File: config.mk
export PLATFORM = sky130hd
export DESIGN_NAME = pwm_bank
export DESIGN_NICKNAME = d
export VERILOG_FILES = /design/src/rtl/pwm_bank.sv
export SDC_FILE = /design/constraint.sdc
export NUM_CORES = 1
export LEC_CHECK = 0
export BUFFER_PORTS_ARGS = -buffer_cell sky130_fd_sc_hd__buf_2
export CAP_MARGIN = 20
export CORE_UTILIZATION = 45
export DETAILED_ROUTE_END_ITERATION = 7
export SLEW_MARGIN = 40
export SYNTH_ARGS = -nofsm -noshare
export SYNTH_HDL_FRONTEND = slang
export SYNTH_SLANG_ARGS = --single-unit
File: constraint.sdc
create_clock -name CLK -period 7.02 [get_ports CLK]
set_input_delay 1.404 -clock CLK [delete_from_list [all_inputs] [get_ports CLK]]
set_output_delay 1.404 -clock CLK [all_outputs]
set_load 0.1 [all_outputs]
File: src/rtl/pwm_bank.sv
// Bank of PWM channels sharing one prescaler and period counter.
// Period, prescaler and duty are double-buffered; the rest is live.
module pwm_bank #(
  parameter int StartAddress = 0,
  parameter int AddressWidth = 8,
  parameter int BitWidth     = 8,
  parameter int NumChannels  = 4
) (
  input  logic                    CLK,
  input  logic                    _RST,
  input  logic                    _Write,
  input  logic [AddressWidth-1:0] AddressBus,
  input  logic [BitWidth-1:0]     DataIn,
  output logic [NumChannels-1:0]  PWMOut,
  output logic                    PeriodEnd
);

  localparam int RegCount = 7 + 2 * NumChannels;

  typedef logic [AddressWidth:0] off_t;
  typedef enum logic {DirUp, DirDown} dir_t;

  off_t off;
  logic in_map;
  logic wr;

  logic [15:0] prd_buf, psc_buf;
  logic [15:0] prd_act, psc_act;
  logic [15:0] duty_buf [NumChannels];
  logic [15:0] duty_act [NumChannels];

  logic run, center;
  logic [NumChannels-1:0] en, pol;

  logic [15:0] pcnt_q, pcnt_d;
  logic [15:0] cnt_q, cnt_d;
  dir_t dir_q, dir_d;
  logic tick, boundary, load;
  logic [NumChannels-1:0] raw;

  // Extra top bit catches addresses below the base.
  assign off = {1'b0, AddressBus} - off_t'(StartAddress);
  assign in_map = !off[AddressWidth] &&
                  (off < off_t'(RegCount));
  assign wr = !_Write && in_map;

  always_ff @(posedge CLK or negedge _RST) begin
    if (!_RST) begin
      prd_buf <= '0;
      psc_buf <= '0;
      run     <= 1'b0;
      center  <= 1'b0;
      en      <= '0;
      pol     <= '0;
      for (int k = 0; k < NumChannels; k++)
        duty_buf[k] <= '0;
    end else if (wr) begin
      unique case (1'b1)
        off == off_t'(0): prd_buf[15:8] <= DataIn;
        off == off_t'(1): prd_buf[7:0]  <= DataIn;
        off == off_t'(2): psc_buf[15:8] <= DataIn;
        off == off_t'(3): psc_buf[7:0]  <= DataIn;
        off == off_t'(4): begin
          run    <= DataIn[0];
          center <= DataIn[1];
        end
        off == off_t'(5): en  <= DataIn[NumChannels-1:0];
        off == off_t'(6): pol <= DataIn[NumChannels-1:0];
        default: ;
      endcase
      for (int k = 0; k < NumChannels; k++) begin
        if (off == off_t'(7 + 2 * k))
          duty_buf[k][15:8] <= DataIn;
        if (off == off_t'(8 + 2 * k))
          duty_buf[k][7:0] <= DataIn;
      end
    end
  end

  always_comb begin
    tick     = run && (pcnt_q == psc_act);
    pcnt_d   = pcnt_q;
    cnt_d    = cnt_q;
    dir_d    = dir_q;
    boundary = 1'b0;
    if (!run) begin
      pcnt_d = '0;
      cnt_d  = '0;
      dir_d  = DirUp;
    end else begin
      pcnt_d = tick ? 16'd0 : pcnt_q + 16'd1;
      if (!center)
        dir_d = DirUp;
      if (tick) begin
        if (!center) begin
          if (cnt_q >= prd_act) begin
            cnt_d    = '0;
            boundary = 1'b1;
          end else begin
            cnt_d = cnt_q + 16'd1;
          end
        end else begin
          // Endpoints hold for two ticks: the turn costs a tick.
          unique case (dir_q)
            DirUp: begin
              if (cnt_q >= prd_act)
                dir_d = DirDown;
              else
                cnt_d = cnt_q + 16'd1;
            end
            DirDown: begin
              if (cnt_q == 16'd0) begin
                dir_d    = DirUp;
                boundary = 1'b1;
              end else begin
                cnt_d = cnt_q - 16'd1;
              end
            end
            default: ;
          endcase
        end
      end
    end
  end

  assign load = !run || boundary;

  always_ff @(posedge CLK or negedge _RST) begin
    if (!_RST) begin
      pcnt_q <= '0;
      cnt_q  <= '0;
      dir_q  <= DirUp;
    end else begin
      pcnt_q <= pcnt_d;
      cnt_q  <= cnt_d;
      dir_q  <= dir_d;
    end
  end

  always_ff @(posedge CLK or negedge _RST) begin
    if (!_RST) begin
      prd_act <= '0;
      psc_act <= '0;
      for (int k = 0; k < NumChannels; k++)
        duty_act[k] <= '0;
    end else if (load) begin
      prd_act <= prd_buf;
      psc_act <= psc_buf;
      for (int k = 0; k < NumChannels; k++)
        duty_act[k] <= duty_buf[k];
    end
  end

  always_comb begin
    raw = '0;
    for (int k = 0; k < NumChannels; k++)
      raw[k] = cnt_q < duty_act[k];
  end

  always_ff @(posedge CLK or negedge _RST) begin
    if (!_RST) begin
      PWMOut    <= '0;
      PeriodEnd <= 1'b0;
    end else begin
      PWMOut    <= ({NumChannels{run}} & en & raw) ^ pol;
      PeriodEnd <= boundary;
    end
  end

endmodule

# Yosys cells after proc, flatten, opt, wreduce, memory -nomap -nowiden
# Cells that the tools add are included.
[op_classes]
n_addsub = 3
magnitude_cmp = 6
n_eq_ne = 18
mux = 22
n_bitwise = 4
reduce_logical = 23
[op_table]
columns = ["op", "n"]
rows = [
  ["2-to-1 mux 16 bit", 8],
  ["< comparator 16 bit", 4],
  ["equality test 8 x 4 -> 1 bit (second input constant)", 7],
  ["adder 16 x 1 -> 16 bit (second input constant)", 2],
  ["equality test 8 x 3 -> 1 bit (second input constant)", 4],
  ["one-hot mux 16 bit (2 select lines)", 1],
  ["AND reduction 2 bit", 15],
  ["equality test 16 bit", 1],
  ["equality test 8 x 2 -> 1 bit (second input constant)", 2],
  [">= comparator 16 bit", 1],
  ["zero test 16 bit", 1],
  ["subtractor 16 x 1 -> 16 bit (second input constant)", 1],
  ["2-to-1 mux 1 bit", 12],
  ["zero test 9 bit", 1],
  ["bitwise AND 4 bit", 2],
  ["equality test 8 x 1 -> 1 bit (second input constant)", 1],
  ["< comparator 8 x 4 -> 1 bit (second input constant)", 1],
  ["inequality test 4 bit (second input constant)", 2],
  ["bitwise XOR 4 bit", 1],
  ["AND reduction 3 bit", 1],
  ["logical AND 1 bit", 2],
  ["zero test 1 bit", 2],
  ["inequality test 2 x 1 -> 1 bit (second input constant)", 1],
  ["one-hot mux 1 bit (2 select lines)", 1],
  ["other kinds (2)", 2],
]
[word_totals]
ff_bits = 240
input_bits = 19
output_inout_bits = 5
word_cells = 103

# Depth between registers and ports, before layout
# Gate-level depths: netlist of run 1.
[logic_depth]
ltp_word = 7
depth_mapped = 11

# Worst setup path before layout of run 1
# Ideal clock, no wire load.
[synth_path]
path_type = "input -> register"
startpoint = "input port AddressBus[7]"
endpoint = "register psc_buf[0]"
arrival_time_ps = 3023
required_ps = 6895
slack_ps = 3872
cell_stages = 5
path_buffers = 0
cell_sequence = "or4_1 nor2_1 nand3_1 nor3_2 mux2_2"
[synth_between]
elab_chain_len = 3
elab_cells_between_ends = 4
cone_classes = "order compare: 1; eq/ne: 1; reduce/logical: 2"
[synth_lines]
columns = ["element", "line", "text"]
rows = [
  ["start: declaration", "12", "input logic [AddressWidth-1:0] AddressBus,"],
  ["< comparator 8 x 4 -> 1 bit", "44", "(off < off_t'(RegCount));"],
  ["logical AND 1 bit", "45", "assign wr = !_Write && in_map;"],
  ["AND reduction 2 bit (no source line) *", "--", ""],
  ["end signal: assignment", "62", "off == off_t'(3): psc_buf[7:0] <= DataIn;"],
  ["end: declaration", "27", "logic [15:0] prd_buf, psc_buf;"],
]
# Mark *: on every way between the ends. The rest lies on a longest branch, timed or not.
# A chain may end at the register's enable or synchronous reset.

# Worst setup path in the final report of run 1
[layout_path]
startpoint = "register cnt_q[11]"
endpoint = "register prd_act[1]"
[layout_between]
elab_chain_len = 7
elab_cells_between_ends = 9
cone_classes = "order compare: 1; mux: 6; reduce/logical: 2"
[layout_lines]
columns = ["element", "line", "text"]
rows = [
  ["start: declaration", "36", "logic [15:0] cnt_q, cnt_d;"],
  ["start signal: assignment", "135", "cnt_q <= cnt_d;"],
  ["parallel branches: the longest is 3 deep, another holds >= comparator 16 bit", "--", ""],
  ["2-to-1 mux 1 bit *", "95", "if (!center) begin"],
  ["2-to-1 mux 1 bit *", "94", "if (tick) begin"],
  ["2-to-1 mux 1 bit *", "86", "if (!run) begin"],
  ["logical OR 1 bit *", "126", "assign load = !run || boundary;"],
  ["end signal: assignment", "147", "prd_act <= prd_buf;"],
  ["end: declaration", "28", "logic [15:0] prd_act, psc_act;"],
]
# Mark *: on every way between the ends.

==> out/metrics.csv, run 1 <==
metric,value,unit
Sw Ratio,23.7,%
area occupied by multi-input gates,5660,um2
DR vias/cell,5.42,
Global Route Usage Sum,20.4,%
Setup Total Neg Slack,0,ns
sequential fraction of the synthesis area,49.0,%
top_reg_cell synth,dfrtp_1,
skew final,0.0170,ns
core area,26800,um2
CTS clock-pin slew for the worst setup and hold paths,0.06,ns
Flop pwr share,45.4,%
total placed cells including tap cells,1331,
Finish-stage setup viols,0,
number of I/O pins,24,
Num CTS Buffers,28,
Die Width,167,um
post-synthesis cell type count,62,
WL/cell,19.9,um
HPWL Detailed,18200,um
Synth area leaders,"dfrtp_1 (49%), mux2_2 (15%), ha_1 (8.2%)",
Post-Syn Area,12300,um2
Slew @ Worst Pin,0.861,ns
"Cell Chain, Critical Path","ha_1, nand4_1, a211oi_1, a31oi_4, nand3b_1, a31o_4, buf_12, buf_4, mux2_2",
Worst Path Required,7.44,ns
initial antenna violation count,0,
crit-path leading delay family,compound AO/OA/AOI/OAI gates,
share of cells above drive strength 1,28.0,%
PortBufs,23,
VDD IR-drop max,0.000149,V
DRT antenna net count,0,
design area,13600,um2
largest net degree at the start of global routing,148,
vias in the first global route,7503,
Net Switching,771,uW
Synth warnings,0,
status,finished clean,
minimum clock period,3.86,ns
global-route wire length before repair,43500,um
Syn Inst Count,998,
Power Density,238,nW/um2
routed wire length,27500,um
post-route setup slack,3.16,ns
die area,27900,um2
CTS Hold Bufs,0,
HP Class,register to register,
First-pass DRT Iterations,5,
via count,7497,
leading area contributor after synthesis,dfrtp_1,
"Net count, final",1121,
critical path data arrival time,4.28,ns
"Hold Violations, Final",0,
Post CTS Setup Buffer Count,0,
worst-path fanout max,50,
Std-Cell Rows,60,
CTS tree,yes,
placed cell area,12600,um2
Pleak,0.00679,uW
register area,6010,um2
Fmax achieved,0.259,GHz
crit path max-delay cell type,buf_4,
clock group share of total power,45.6,%
Pint,2480,uW
share of synthesized registers carrying an async set or reset,100,%
Skew-Pair Late Insertion Delay,0.55,ns
clk sinks,240,
share of total power in combinational logic,9.0,%
synth cell count leaders,"dfrtp_1 (240), mux2_2 (164), inv_1 (88)",
Remaining DRCs,0,
post-synthesis area per instance,12.3,um2
effective utilization at floorplan,45.7,%
RSZ-0062 raised after global routing,no,
Tcrit/Tclk final,55.0,%
Worst slew margin,42.5,%
Layout area overhead,11.4,%
Synth top area share,49.0,%
Syn Nets,1097,
Clock Tree Buf Depth,3,
Chip Height,167,um
total grt overflow,0,
synthesized flop and latch total,240,
Starting DRT DRC Count,432,
max cap viols,0,
crit start category,register,
max-slew violations,0,
Setup CP Type,register to register,
GPL Wtd Cong,0.835,
critical path buffer and inverter count,2,
Post-Place Setup Slack,3.19,ns
"count leader, synth",dfrtp_1,
fillers,2373,
Final Instance Count excl. Fillers,1383,
clock root buffer,clkbuf_16,
Antenna Diode Count,0,
Worst Hold Margin,0.493,ns
Post-synth EDFFs,0,
crit end category,register,
CP peak stage delay,0.63,ns
H-tree depth,1,
Post-CTS Resized,0,
[path summary, 6_finish.rpt]
kind	startpoint	to	slack [ns]	cells past startpoint
max	cnt_q[11]	prd_act[1]	3.16	9
max in group asynchronous	_RST	duty_buf[25]	5.23	3
min in group asynchronous	_RST	cnt_q[6]	0.70	1
max reg2reg	cnt_q[11]	prd_act[1]	3.16	9
min reg2reg	duty_buf[55]	duty_act[55]	0.49	1
min	duty_buf[55]	duty_act[55]	0.49	1
[registers in the layout, indices dropped and copies added (netlist names)]
register	cells
PeriodEnd	1
duty_buf	64
psc_act	16
duty_act	64
PWMOut	4
prd_buf	16
pcnt_q	16
cnt_q	16
center	1
pol	4
run	1
en	4
psc_buf	16
prd_act	16
dir_q	1
[worst register-to-register path, stage by stage, from the launching register on]
cell      delay, ns
dfrtp_1        0.59
ha_1           0.43
nand4_1        0.15
a211oi_1       0.41
a31oi_4        0.15
nand3b_1       0.14
a31o_4         0.47
buf_12         0.27
buf_4          0.65
mux2_2         0.48
[area by class of cell]
cell class	instances	share of cell area, %
clock inverters	7	0.642
repair buffers	33	1.94
well taps	341	3.13
inverters	88	2.42
multi-input cells	631	41.5
flip-flops and latches	240	44.0
clock buffers	43	6.36
[logic make-up (layout without fill, tap and decap cells)]
group | Yosys count | in the layout | synth area share [%]
buf+inv | 127 | 171 | 4.88
mux | 208 | 208 | 20.3
xor+xnor | 35 | 35 | 2.50
flops | 240 | 240 | 49.0
fa+ha+maj | 80 | 80 | 8.17
simple gates | 199 | 199 | 8.51
compound gates | 109 | 109 | 6.65
[metal layers]
metal / GRT usage [%] / routed length (um) / up-vias
li1: - / - / 3569
met1: 30.1 / 13600 / 3782
met2: 32.0 / 12600 / 118
met3: 2.73 / 1000 / 28
met4: 4.03 / 329 / 0
met5: 0 / 0 / -
[cells in the final DEF, fill, tap and decap left out, types with 22 or more instances in the layout]
| master | n |
|---|---|
| inv_1 | 88 |
| clkbuf_16 | 29 |
| dfrtp_1 | 240 |
| mux2_4 | 40 |
| nor2_1 | 53 |
| xnor2_1 | 25 |
| nand2_1 | 36 |
| ha_1 | 80 |
| mux2_2 | 164 |
| buf_2 | 22 |
[stage by stage]
stage	power [uW]	util, %
after detailed placement	1790	47.2
after global routing	3380	50.9
after CTS	3290	50.7
after floorplan	1700	-
after global placement	1790	47.1
final	3250	50.9
[power groups by stage]
stage               Combinational, uW  Sequential [uW]  Clock, uW
global placement                  286             1500          0
CTS                               293             1480       1520
detailed placement                291             1500          0
floorplan                         190             1510          0
finish                            292             1480       1480
global route                      320             1490       1580
No activity file was read; power rests on OpenSTA's default activity.
==> run 2, diff against run 1 <==
==> constraint.sdc (replaced) <==
create_clock -name CLK -period 3.8 [get_ports CLK]
set_input_delay 0.76 -clock CLK [delete_from_list [all_inputs] [get_ports CLK]]
set_output_delay 0.76 -clock CLK [all_outputs]
set_load 0.1 [all_outputs]
==> run 2 against run 1 <==
Compared with the run above:
- die area unchanged
- sequential power up 84%
- register-to-register slack worse by 2.5 ns
- non-clock buffer count up 18
- clock-buffer cell count down 5
- sequential share of layout area down 0.33 points
- combinational power up 89%
- global-route usage up 0.67 points
- total power up 82%
- critical path type unchanged
- critical endpoint is now prd_act[8]
- largest cell class unchanged
- largest power group unchanged
==> out/metrics.csv, run 2 (synthesis gave the netlist of run 1 again) <==
metric,value,unit
status,finished clean,
Tcrit/Tclk final,83.0,%
r2r worst-path depth,8,
max-slew violations,0,
CP peak stage delay,0.67,ns
routed wire length,28000,um
Global Route Usage Sum,21.0,%
H-tree depth,1,
die area,27900,um2
GR Util met3,2.97,%
Power Density,431,nW/um2
number of I/O pins,24,
HP Class,input port to asynchronous set/reset pin,
Worst slew margin,49.6,%
GR peak layer,met2,
largest net degree at the start of global routing,95,
total grt overflow,0,
max cap viols,0,
critical path data arrival time,3.58,ns
"Hold Violations, Final",0,
Starting DRT DRC Count,480,
Fmax achieved,0.317,GHz
"commonest non-fill, non-tap cell in the layout",dfrtp_1,
"Cell Chain, Critical Path","ha_1, nand4_1, or3_1, and3_1, nand3b_1, a31o_4, buf_4, mux2_2",
HPWL Detailed,18700,um
DR vias/cell,5.44,
Antenna Diode Count,0,
crit path max-delay cell type,a31o_4,
CTS clock-pin slew for the worst setup and hold paths,0.06,ns
Remaining DRCs,0,
Top Registers,"duty_act: 64 flops, duty_buf: 64 flops",
core area,26800,um2
Chip Height,167,um
crit end category,register,
via count,7620,
vias in the first global route,7889,
Pleak,0.00687,uW
crit-path leading delay family,simple AND/OR/NAND/NOR gates,
global-route wire length before repair,45100,um
post-layout util,51.3,%
Crit. path cell count,8,
worst-path fanout max,40,
Finish-stage setup viols,0,
skew final,0.0160,ns
DRT antenna net count,0,
Std-Cell Rows,60,
crit start category,register,
WL/cell,20.0,um
GPL Wtd Cong,0.865,
RSZ-0062 raised after global routing,no,
CTS Hold Bufs,0,
Post CTS Setup Buffer Count,0,
effective utilization at floorplan,45.7,%
share of cells above drive strength 1,29.4,%
CTS tree,yes,
Skew-Pair Late Insertion Delay,0.54,ns
critical path buffer and inverter count,1,
VDD IR-drop max,0.000240,V
fillers,2360,
minimum clock period,3.15,ns
clock root buffer,clkbuf_16,
GR Layer Usage met2,33.0,%
met1 Use GR,30.6,%
PortBufs,23,
Clock Tree Buf Depth,3,
"commonest non-fill, non-tap cells in the layout","dfrtp_1 (240), mux2_2 (164), inv_1 (88), ha_1 (80), nor2_1 (53)",
Worst Path Required,4.22,ns
Layout area overhead,12.2,%
Die Width,167,um
"Net count, final",1138,
Num CTS Buffers,27,
First-pass DRT Iterations,5,
initial antenna violation count,0,
Reg2Reg Setup Slack,0.65,ns
Post-CTS Resized,0,
Slew @ Worst Pin,0.755,ns
clk sinks,240,
Setup Total Neg Slack,0,ns
Setup CP Type,register to register,
overall power,5930,uW
run 2: cell count changes in the layout (fill, tap and decap cells not counted), moves of 2 or more:
cell	before	now
buf_12	2	4
clkbuf_16	29	27
buf_4	6	23
clkbuf_1	5	3
clkinv_2	4	6
run 2: final timing paths:
| path | startpoint | endpoint |
|---|---|---|
| setup / recovery | cnt_q[15] | prd_act[8] |
| hold / removal | _RST | PeriodEnd |
| setup reg to reg | cnt_q[15] | prd_act[8] |
| hold reg to reg | duty_buf[33] | duty_act[33] |
| max in group asynchronous | _RST | prd_buf[1] |
| min in group CLK | duty_buf[33] | duty_act[33] |
run 2: final cells by class:
cell class / count / area (um2) / share of cell area [%]
clock buffer: 38 / 797 / 5.80
clock inverter: 12 / 123 / 0.892
inverter: 88 / 330 / 2.40
multi-input combinational: 631 / 5660 / 41.2
sequential: 240 / 6010 / 43.7
tap: 341 / 427 / 3.10
timing repair buffer: 51 / 405 / 2.95
run 2: where the power goes:
part	internal (uW)	total [uW]	switching [uW]	leakage, uW
registers	2670	2730	61.6	0.00332
clock network	1600	2650	1060	0.000454
logic	234	552	318	0.00310
total	4500	5930	1440	0.00687
run 2: through the flow:
| step | hold slack, ns | cell area, um2 | cells | setup WS [ns] |
|---|---|---|---|---|
| global placement | 0.479 | 12800 | 1350 | 0.681 |
| CTS | 0.289 | 13700 | 1400 | 0.629 |
| finish | 0.0595 | 13800 | 1401 | 0.646 |
| floorplan | 0.464 | 12300 | 998 | 1.10 |
| detailed placement | 0.485 | 12800 | 1350 | 0.632 |
| global route | 0.0528 | 13800 | 1401 | 0.463 |
run 2: metal layers:
| metal | vias up | share of wire [%] |
|---|---|---|
| met5 | - | 0 |
| li1 | 3620 | - |
| met4 | 0 | 1.8 |
| met3 | 39 | 3.8 |
| met1 | 3828 | 49 |
| met2 | 133 | 45 |
